===== config.mk =====
export PLATFORM = sky130hd
export DESIGN_NAME = pc_fetch_stage_flat
export DESIGN_NICKNAME = d
export VERILOG_FILES = /design/src/rtl/cpu_pkg.sv /design/src/rtl/pc_fetch_stage_if.sv /design/src/rtl/mux4way32b.sv /design/src/rtl/pc_fetch_stage.sv /design/src/flat_wrapper.sv
export SDC_FILE = /design/constraint.sdc
export NUM_CORES = 1
export LEC_CHECK = 0
export ABC_AREA = 0
export BUFFER_PORTS_ARGS = -buffer_cell sky130_fd_sc_hd__buf_2
export CAP_MARGIN = 30
export CORE_MARGIN = 10
export CORE_UTILIZATION = 45
export CTS_CLUSTER_DIAMETER = 30
export DETAILED_ROUTE_END_ITERATION = 10
export GPL_ROUTABILITY_DRIVEN = 0
export GPL_TIMING_DRIVEN = 0
export PLACE_DENSITY = 0.73
export RECOVER_POWER = 25
export REMOVE_ABC_BUFFERS = 1
export SLEW_MARGIN = 20
export SYNTH_ARGS = -nofsm -noshare
export SYNTH_HDL_FRONTEND = slang
export SYNTH_SLANG_ARGS = --single-unit

===== constraint.sdc =====
create_clock -name clk -period 6.6 [get_ports clk]
set_input_delay 0.66 -clock clk [delete_from_list [all_inputs] [get_ports clk]]
set_output_delay 0.66 -clock clk [all_outputs]
set_load 0.005 [all_outputs]

===== src/rtl/cpu_pkg.sv =====
// rtl/cpu_pkg.sv - shared constants and next-PC select encoding for the fetch stage
// Purpose: reset PC default, PC increment and the next-PC source enumeration.
// Ports: none (package).
package cpu_pkg;

  localparam logic [31:0] RESET_PC_DEFAULT = 32'h0000_0000;
  localparam logic [31:0] PC_INC           = 32'd4;

  typedef enum logic [1:0] {
    SEL_SEQ,
    SEL_BR,
    SEL_J,
    SEL_JR
  } next_pc_sel_t;

endpackage


===== src/rtl/pc_fetch_stage_if.sv =====
// rtl/pc_fetch_stage_if.sv - decode/imem side bus of the instruction-fetch stage
// Purpose: groups redirect controls, instruction-memory port and IF/ID outputs.
// Ports (slave = fetch stage view):
//   in : stall, branch_taken, branch_offset[15:0], branch_pc_plus4[31:0],
//        jump, jump_target[25:0], jr, jr_addr[31:0], imem_data[31:0]
//   out: imem_addr[31:0], if_instr[31:0], if_pc_plus4[31:0], if_valid, misalign
interface pc_fetch_stage_if;

  logic        stall;
  logic        branch_taken;
  logic [15:0] branch_offset;
  logic [31:0] branch_pc_plus4;
  logic        jump;
  logic [25:0] jump_target;
  logic        jr;
  logic [31:0] jr_addr;
  logic [31:0] imem_addr;
  logic [31:0] imem_data;
  logic [31:0] if_instr;
  logic [31:0] if_pc_plus4;
  logic        if_valid;
  logic        misalign;

  modport master (
    output stall, branch_taken, branch_offset, branch_pc_plus4,
           jump, jump_target, jr, jr_addr, imem_data,
    input  imem_addr, if_instr, if_pc_plus4, if_valid, misalign
  );

  modport slave (
    input  stall, branch_taken, branch_offset, branch_pc_plus4,
           jump, jump_target, jr, jr_addr, imem_data,
    output imem_addr, if_instr, if_pc_plus4, if_valid, misalign
  );

endinterface


===== src/rtl/mux4way32b.sv =====
// rtl/mux4way32b.sv - combinational 4-input 32-bit next-PC selector
// Purpose: picks one of four candidate PCs by next_pc_sel_t.
// Ports: sel_i (next_pc_sel_t), seq_i/br_i/j_i/jr_i [31:0] candidates, y_o [31:0] result.
module mux4way32b
  import cpu_pkg::*;
(
  input  next_pc_sel_t sel_i,
  input  logic [31:0]  seq_i,
  input  logic [31:0]  br_i,
  input  logic [31:0]  j_i,
  input  logic [31:0]  jr_i,
  output logic [31:0]  y_o
);

  always_comb begin
    y_o = seq_i;
    case (sel_i)
      SEL_SEQ: y_o = seq_i;
      SEL_BR:  y_o = br_i;
      SEL_J:   y_o = j_i;
      SEL_JR:  y_o = jr_i;
      default: y_o = seq_i;
    endcase
  end

endmodule


===== src/rtl/pc_fetch_stage.sv =====
// rtl/pc_fetch_stage.sv - instruction-fetch stage: PC register, next-PC select, IF/ID register
// Purpose: holds the PC, drives imem_addr, picks next PC (jr > jump > branch > seq)
//          and registers the fetched word plus PC+4 for decode.
// Ports: clk, reset (async, active-high), bus (pc_fetch_stage_if.slave).
// Config: define PC_FETCH_DELAY_SLOT_EN for a branch delay slot (the word in IF
//         is kept on redirect instead of being squashed).
module pc_fetch_stage
  import cpu_pkg::*;
#(
  parameter logic [31:0] RESET_PC = RESET_PC_DEFAULT,
  parameter int          WIDTH    = 32
) (
  input logic             clk,
  input logic             reset,
  pc_fetch_stage_if.slave bus
);

  logic [WIDTH-1:0] pc_q, pc_d;
  logic [WIDTH-1:0] instr_q, instr_d;
  logic [WIDTH-1:0] pc4_q, pc4_d;
  logic             valid_q, valid_d;
  logic             misalign_q, misalign_d;

  logic [WIDTH-1:0] seq_pc, br_pc, j_pc, jr_pc, next_pc;
  logic             redirect;
  next_pc_sel_t     sel;

  assign seq_pc   = pc_q + PC_INC;
  assign br_pc    = bus.branch_pc_plus4
                  + {{14{bus.branch_offset[15]}}, bus.branch_offset, 2'b00};
  assign j_pc     = {bus.branch_pc_plus4[31:28], bus.jump_target, 2'b00};
  assign jr_pc    = {bus.jr_addr[31:2], 2'b00};
  assign redirect = bus.jr | bus.jump | bus.branch_taken;

  always_comb begin
    sel = SEL_SEQ;
    if (bus.jr)                sel = SEL_JR;
    else if (bus.jump)         sel = SEL_J;
    else if (bus.branch_taken) sel = SEL_BR;
  end

  mux4way32b u_next_pc_mux (
    .sel_i (sel),
    .seq_i (seq_pc),
    .br_i  (br_pc),
    .j_i   (j_pc),
    .jr_i  (jr_pc),
    .y_o   (next_pc)
  );

  always_comb begin
    pc_d       = pc_q;
    instr_d    = instr_q;
    pc4_d      = pc4_q;
    valid_d    = valid_q;
    // Any JR with a non-word target latches the flag, even while stalled.
    misalign_d = misalign_q | (bus.jr & (|bus.jr_addr[1:0]));
    if (redirect) begin
      // Redirect wins over stall: the PC always moves to the target.
      pc_d = next_pc;
`ifdef PC_FETCH_DELAY_SLOT_EN
      if (!bus.stall) begin
        instr_d = bus.imem_data;
        pc4_d   = seq_pc;
        valid_d = 1'b1;
      end
`else
      instr_d = '0;
      pc4_d   = '0;
      valid_d = 1'b0;
`endif
    end else if (!bus.stall) begin
      pc_d    = next_pc;
      instr_d = bus.imem_data;
      pc4_d   = seq_pc;
      valid_d = 1'b1;
    end
  end

  always_ff @(posedge clk or posedge reset) begin
    if (reset) begin
      pc_q       <= RESET_PC;
      instr_q    <= '0;
      pc4_q      <= '0;
      valid_q    <= 1'b0;
      misalign_q <= 1'b0;
    end else begin
      pc_q       <= pc_d;
      instr_q    <= instr_d;
      pc4_q      <= pc4_d;
      valid_q    <= valid_d;
      misalign_q <= misalign_d;
    end
  end

  assign bus.imem_addr   = pc_q;
  assign bus.if_instr    = instr_q;
  assign bus.if_pc_plus4 = pc4_q;
  assign bus.if_valid    = valid_q;
  assign bus.misalign    = misalign_q;

endmodule


===== src/flat_wrapper.sv =====
// flat-port wrapper written by rule: the top's interface ports become plain ports
module pc_fetch_stage_flat import cpu_pkg::*;
#(
  parameter logic [31:0] RESET_PC = RESET_PC_DEFAULT,
  parameter int          WIDTH    = 32
)
  (clk, reset, bus_stall, bus_branch_taken, bus_branch_offset, bus_branch_pc_plus4, bus_jump, bus_jump_target, bus_jr, bus_jr_addr, bus_imem_data, bus_imem_addr, bus_if_instr, bus_if_pc_plus4, bus_if_valid, bus_misalign);
  pc_fetch_stage_if bus_i ();
  input logic clk;
  input logic reset;
  input wire logic [$bits(bus_i.stall)-1:0] bus_stall;
  input wire logic [$bits(bus_i.branch_taken)-1:0] bus_branch_taken;
  input wire logic [$bits(bus_i.branch_offset)-1:0] bus_branch_offset;
  input wire logic [$bits(bus_i.branch_pc_plus4)-1:0] bus_branch_pc_plus4;
  input wire logic [$bits(bus_i.jump)-1:0] bus_jump;
  input wire logic [$bits(bus_i.jump_target)-1:0] bus_jump_target;
  input wire logic [$bits(bus_i.jr)-1:0] bus_jr;
  input wire logic [$bits(bus_i.jr_addr)-1:0] bus_jr_addr;
  input wire logic [$bits(bus_i.imem_data)-1:0] bus_imem_data;
  output wire logic [$bits(bus_i.imem_addr)-1:0] bus_imem_addr;
  output wire logic [$bits(bus_i.if_instr)-1:0] bus_if_instr;
  output wire logic [$bits(bus_i.if_pc_plus4)-1:0] bus_if_pc_plus4;
  output wire logic [$bits(bus_i.if_valid)-1:0] bus_if_valid;
  output wire logic [$bits(bus_i.misalign)-1:0] bus_misalign;
  assign bus_i.stall = bus_stall;
  assign bus_i.branch_taken = bus_branch_taken;
  assign bus_i.branch_offset = bus_branch_offset;
  assign bus_i.branch_pc_plus4 = bus_branch_pc_plus4;
  assign bus_i.jump = bus_jump;
  assign bus_i.jump_target = bus_jump_target;
  assign bus_i.jr = bus_jr;
  assign bus_i.jr_addr = bus_jr_addr;
  assign bus_i.imem_data = bus_imem_data;
  assign bus_imem_addr = bus_i.imem_addr;
  assign bus_if_instr = bus_i.if_instr;
  assign bus_if_pc_plus4 = bus_i.if_pc_plus4;
  assign bus_if_valid = bus_i.if_valid;
  assign bus_misalign = bus_i.misalign;
  pc_fetch_stage #(.RESET_PC(RESET_PC), .WIDTH(WIDTH)) u_core (.clk(clk), .reset(reset), .bus(bus_i));
endmodule

==> flow_summary.json <==
{
  "status": "complete, no violations",
  "die_x_microns": 144,
  "cts_tree": "yes",
  "cpMaxStageDelayCell": "fa_1",
  "cp_max_fo": 5,
  "drive_above_1_share_pct": 29.9,
  "skew_ps": 8.71,
  "drc": 0,
  "synthArstFlopShare_pct": 100,
  "ioPinCount": 242,
  "grt_max_degree": 84,
  "startpoint_type": "input pin",
  "worstPathArrival_ps": 3150,
  "worstReg2RegStart": "u_core.bus.imem_addr[4]$_DFFE_PP0P_",
  "relSlewSlack_pct": 22.0,
  "yosysUniqueCellTypes": 75,
  "core-area_sq_um": 15100,
  "antenna_found_initial": 4,
  "cts_buffers": 9,
  "cts_max_path_buffers": 2,
  "vias": 6462,
  "crit_top_cell": "a211oi_2",
  "ys_warn_count": 0,
  "switching_share_pct": 31.2,
  "min_period_over_period_pct": 44.4,
  "cts_setup_buffers": 0,
  "final_max_slew_viol_count": 0,
  "totalWireLength_microns": 21400,
  "peakVddDrop_mv": 0.107,
  "hold_slack_ps": 476,
  "first_global_vias": 6196,
  "ys_seq_elements": 98,
  "p_leak_nw": 4.17,
  "fp.dieH_microns": 144,
  "path_cells": "buf_2 -> ha_1 -> fa_1 -> a211oi_2 -> o21bai_1 -> a21oi_2 -> o31ai_4 -> a211oi_2 -> xor2_1 -> o211ai_1 -> mux2_2",
  "nNetsFinal": 1163,
  "avgViaCountPerCell": 5.46,
  "max-cap-violations": 0,
  "hold_end": "u_core.bus.misalign$_DFF_PP0_",
  "cts_hold_buf": 0,
  "hold_viol_final": 0,
  "start_util_pct": 45.6,
  "ctsRootBufferMaster": "clkbuf_16",
  "netlist_area_sq_um": 6910,
  "synthCells": 780,
  "cts_resized": 0,
  "max_freq_ghz": 0.341,
  "dp.cells": 1165,
  "r2r_cells": 8,
  "comb_power_share_pct": 26.7,
  "ys_top_cells_by_area": "dfrtp_1 (35%), nor2_1 (6.8%), mux2i_1 (5.8%)",
  "min-delay-start": "u_core.bus.misalign$_DFF_PP0_",
  "fin_tns_setup_ps": 0,
  "setup_viol": 0,
  "instances_no_fill": 1184,
  "drt_pass1_iterations": 5,
  "clk_latency_ps": 340,
  "avgRoutedWirePerCell_microns": 18.1,
  "critPathKind": "input pin to flip-flop",
  "intPower_mw": 1.14,
  "num_rows": 45,
  "place_ws_ps": 3310,
  "grt-ovfl-total": 0,
  "worstReg2RegEnd": "u_core.bus.imem_addr[31]$_DFFE_PP0P_",
  "cp_data_required_time_ps": 6820,
  "dp_hpwl_microns": 16600,
  "yosys_most_used_dff": "dfrtp_1",
  "path_clk_slew_ps": 70,
  "max_stage_delay_ps": 440,
  "areaGrowthSynthToFinish_pct": 24.2,
  "yosys.area.top_type": "dfrtp_1",
  "min_path_cells": 1,
  "grt_pass1_wl_microns": 33300,
  "power_frac_seq_pct": 40.9,
  "period_needed_ps": 2930,
  "drt_iter0_markers": 334,
  "ys_seq_area_share_pct": 35.5,
  "postLayoutCoreUtil_pct": 56.7,
  "p_sw_mw": 0.518,
  "setup_slack_ps": 3670,
  "power_density_nw_per_um2": 193,
  "r2r_setup_slack_ps": 3970,
  "fin_area_sq_um": 8580,
  "clock_sinks": 98,
  "grt_setup_unrepaired": "no",
  "worstMarginPinSlew_ps": 1160,
  "total_power_mw": 1.66,
  "grt_usage_pct": 20.0,
  "end_kind": "flip-flop",
  "portBuffers": 241,
  "dieArea_sq_um": 20700,
  "antenna_left": 0,
  "synth-edff-count": 0,
  "syn-mean-instance-area_sq_um": 8.86,
  "hp-class": "flip-flop to flip-flop",
  "h-tree-depth": 3,
  "synth_top_area_share_pct": 35.5,
  "pwr-share-clk_pct": 32.4,
  "placed_area_sq_um": 8280
}
## critical path, delay by kind of cell
family                   cells  cell delay, ps
XOR/XNOR                     1             220
multiplexers                 1             290
adder cells (fa/ha/maj)      2             670
buffers and inverters        1             100
AO/OA/AOI/OAI                6            1220
## sequential cells by signal, indices dropped and copies added (netlist names)
name                    count
u_core.bus.if_valid         1
u_core.bus.if_pc_plus4     32
u_core.bus.misalign         1
u_core.bus.if_instr        32
u_core.bus.imem_addr       32
## power by group through the flow
stage               combinational [mW]  sequential (mW)  clock, mW
floorplan                        0.264            0.684          0
global placement                 0.431            0.687          0
detailed placement               0.442            0.688          0
CTS                              0.445            0.678      0.550
global route                     0.493            0.684      0.575
finish                           0.443            0.679      0.538
## cell usage in the layout, fill, tap and decap left out, types with 6 or more instances in the layout
master	Yosys	routed
a211oi_1	14	14
a21o_1	12	12
a21oi_1	67	67
a221oi_1	6	6
a22oi_1	8	8
and3_1	8	8
buf_2	12	239
clkbuf_16	0	9
dfrtp_1	98	98
ha_1	30	30
inv_1	12	11
mux2i_1	40	40
nand2_1	42	41
nand3_1	20	20
nand4_1	10	10
nor2_1	126	126
nor2b_1	8	8
nor3_1	13	13
o21ai_0	28	28
o22ai_1	9	9
or3_1	7	7
xnor2_1	37	37
xor2_1	34	34
## synthesized netlist by cell type (all sizes together), types with 2 or more instances
| cell type | number |
|---|---|
| nor4 | 6 |
| o21a | 2 |
| mux2i | 40 |
| nand4 | 12 |
| nand3 | 24 |
| o221ai | 3 |
| nor2b | 8 |
| o31ai | 3 |
| a21oi | 69 |
| xnor2 | 37 |
| o211ai | 5 |
| dfrtp | 98 |
| a41oi | 3 |
| xor2 | 34 |
| a222oi | 4 |
| o21bai | 4 |
| a41o | 2 |
| or2 | 4 |
| nor3b | 3 |
| nor3 | 16 |
| inv | 12 |
| nand2 | 43 |
| and2 | 5 |
| ha | 30 |
| a2111oi | 2 |
| and3 | 8 |
| clkbuf | 24 |
| a221oi | 6 |
| o221a | 2 |
| nand3b | 3 |
| buf | 24 |
| o22ai | 10 |
| nor2 | 130 |
| a31oi | 5 |
| o21ai | 34 |
| a211oi | 17 |
| a22oi | 9 |
| a221o | 2 |
| a21o | 12 |
| or3 | 7 |
| and4 | 4 |
| o311ai | 3 |
## metal layers
layer / up-vias / wire length (microns) / track usage, %
met5: - / 18 / 0
met4: 2 / 485 / 8.22
met3: 26 / 1120 / 2.44
met2: 204 / 10400 / 32.4
met1: 2998 / 9410 / 26.5
li1: 3232 / - / -
## logic make-up (layout without fill, tap and decap cells)
| kind of cell | after synthesis | in the layout | share of synthesized area, % |
|---|---|---|---|
| compound gates | 203 | 203 | 19.9 |
| xor+xnor | 71 | 71 | 9.00 |
| fa+ha+maj | 31 | 31 | 5.72 |
| buf+inv | 60 | 273 | 3.69 |
| flops | 98 | 98 | 35.5 |
| mux | 41 | 41 | 5.96 |
| other cells | 0 | 3 | 0 |
| simple gates | 276 | 276 | 20.3 |
## how the worst max path moves through the flow
stage / startpoint / endpoint / slack (ps) / cells after the start
2_1_floorplan: reset / u_core.bus.if_instr[0]$_DFFE_PP0P_ / 3380 / 1
3_3_place_gp: bus_jr / u_core.bus.imem_addr[12]$_DFFE_PP0P_ / 2000 / 5
3_5_place_dp: bus_branch_pc_plus4[2] / u_core.bus.imem_addr[24]$_DFFE_PP0P_ / 3310 / 11
4_1_cts: bus_branch_pc_plus4[2] / u_core.bus.imem_addr[24]$_DFFE_PP0P_ / 3670 / 11
5_1_grt: bus_branch_pc_plus4[2] / u_core.bus.imem_addr[20]$_DFFE_PP0P_ / 3420 / 11
6_report: bus_branch_pc_plus4[2] / u_core.bus.imem_addr[22]$_DFFE_PP0P_ / 3670 / 11
## cell type report
class,count,area [sq um]
Antenna cell,3,7.51
Clock buffer,12,256
Clock inverter,4,50.0
Fill cell,1406,6560
Inverter,12,46.3
Multi-Input combinational cell,622,4220
Sequential cell,98,2450
Tap cell,188,235
Timing Repair Buffer,245,1320
Note: power is estimated with default switching activity, not from simulation.
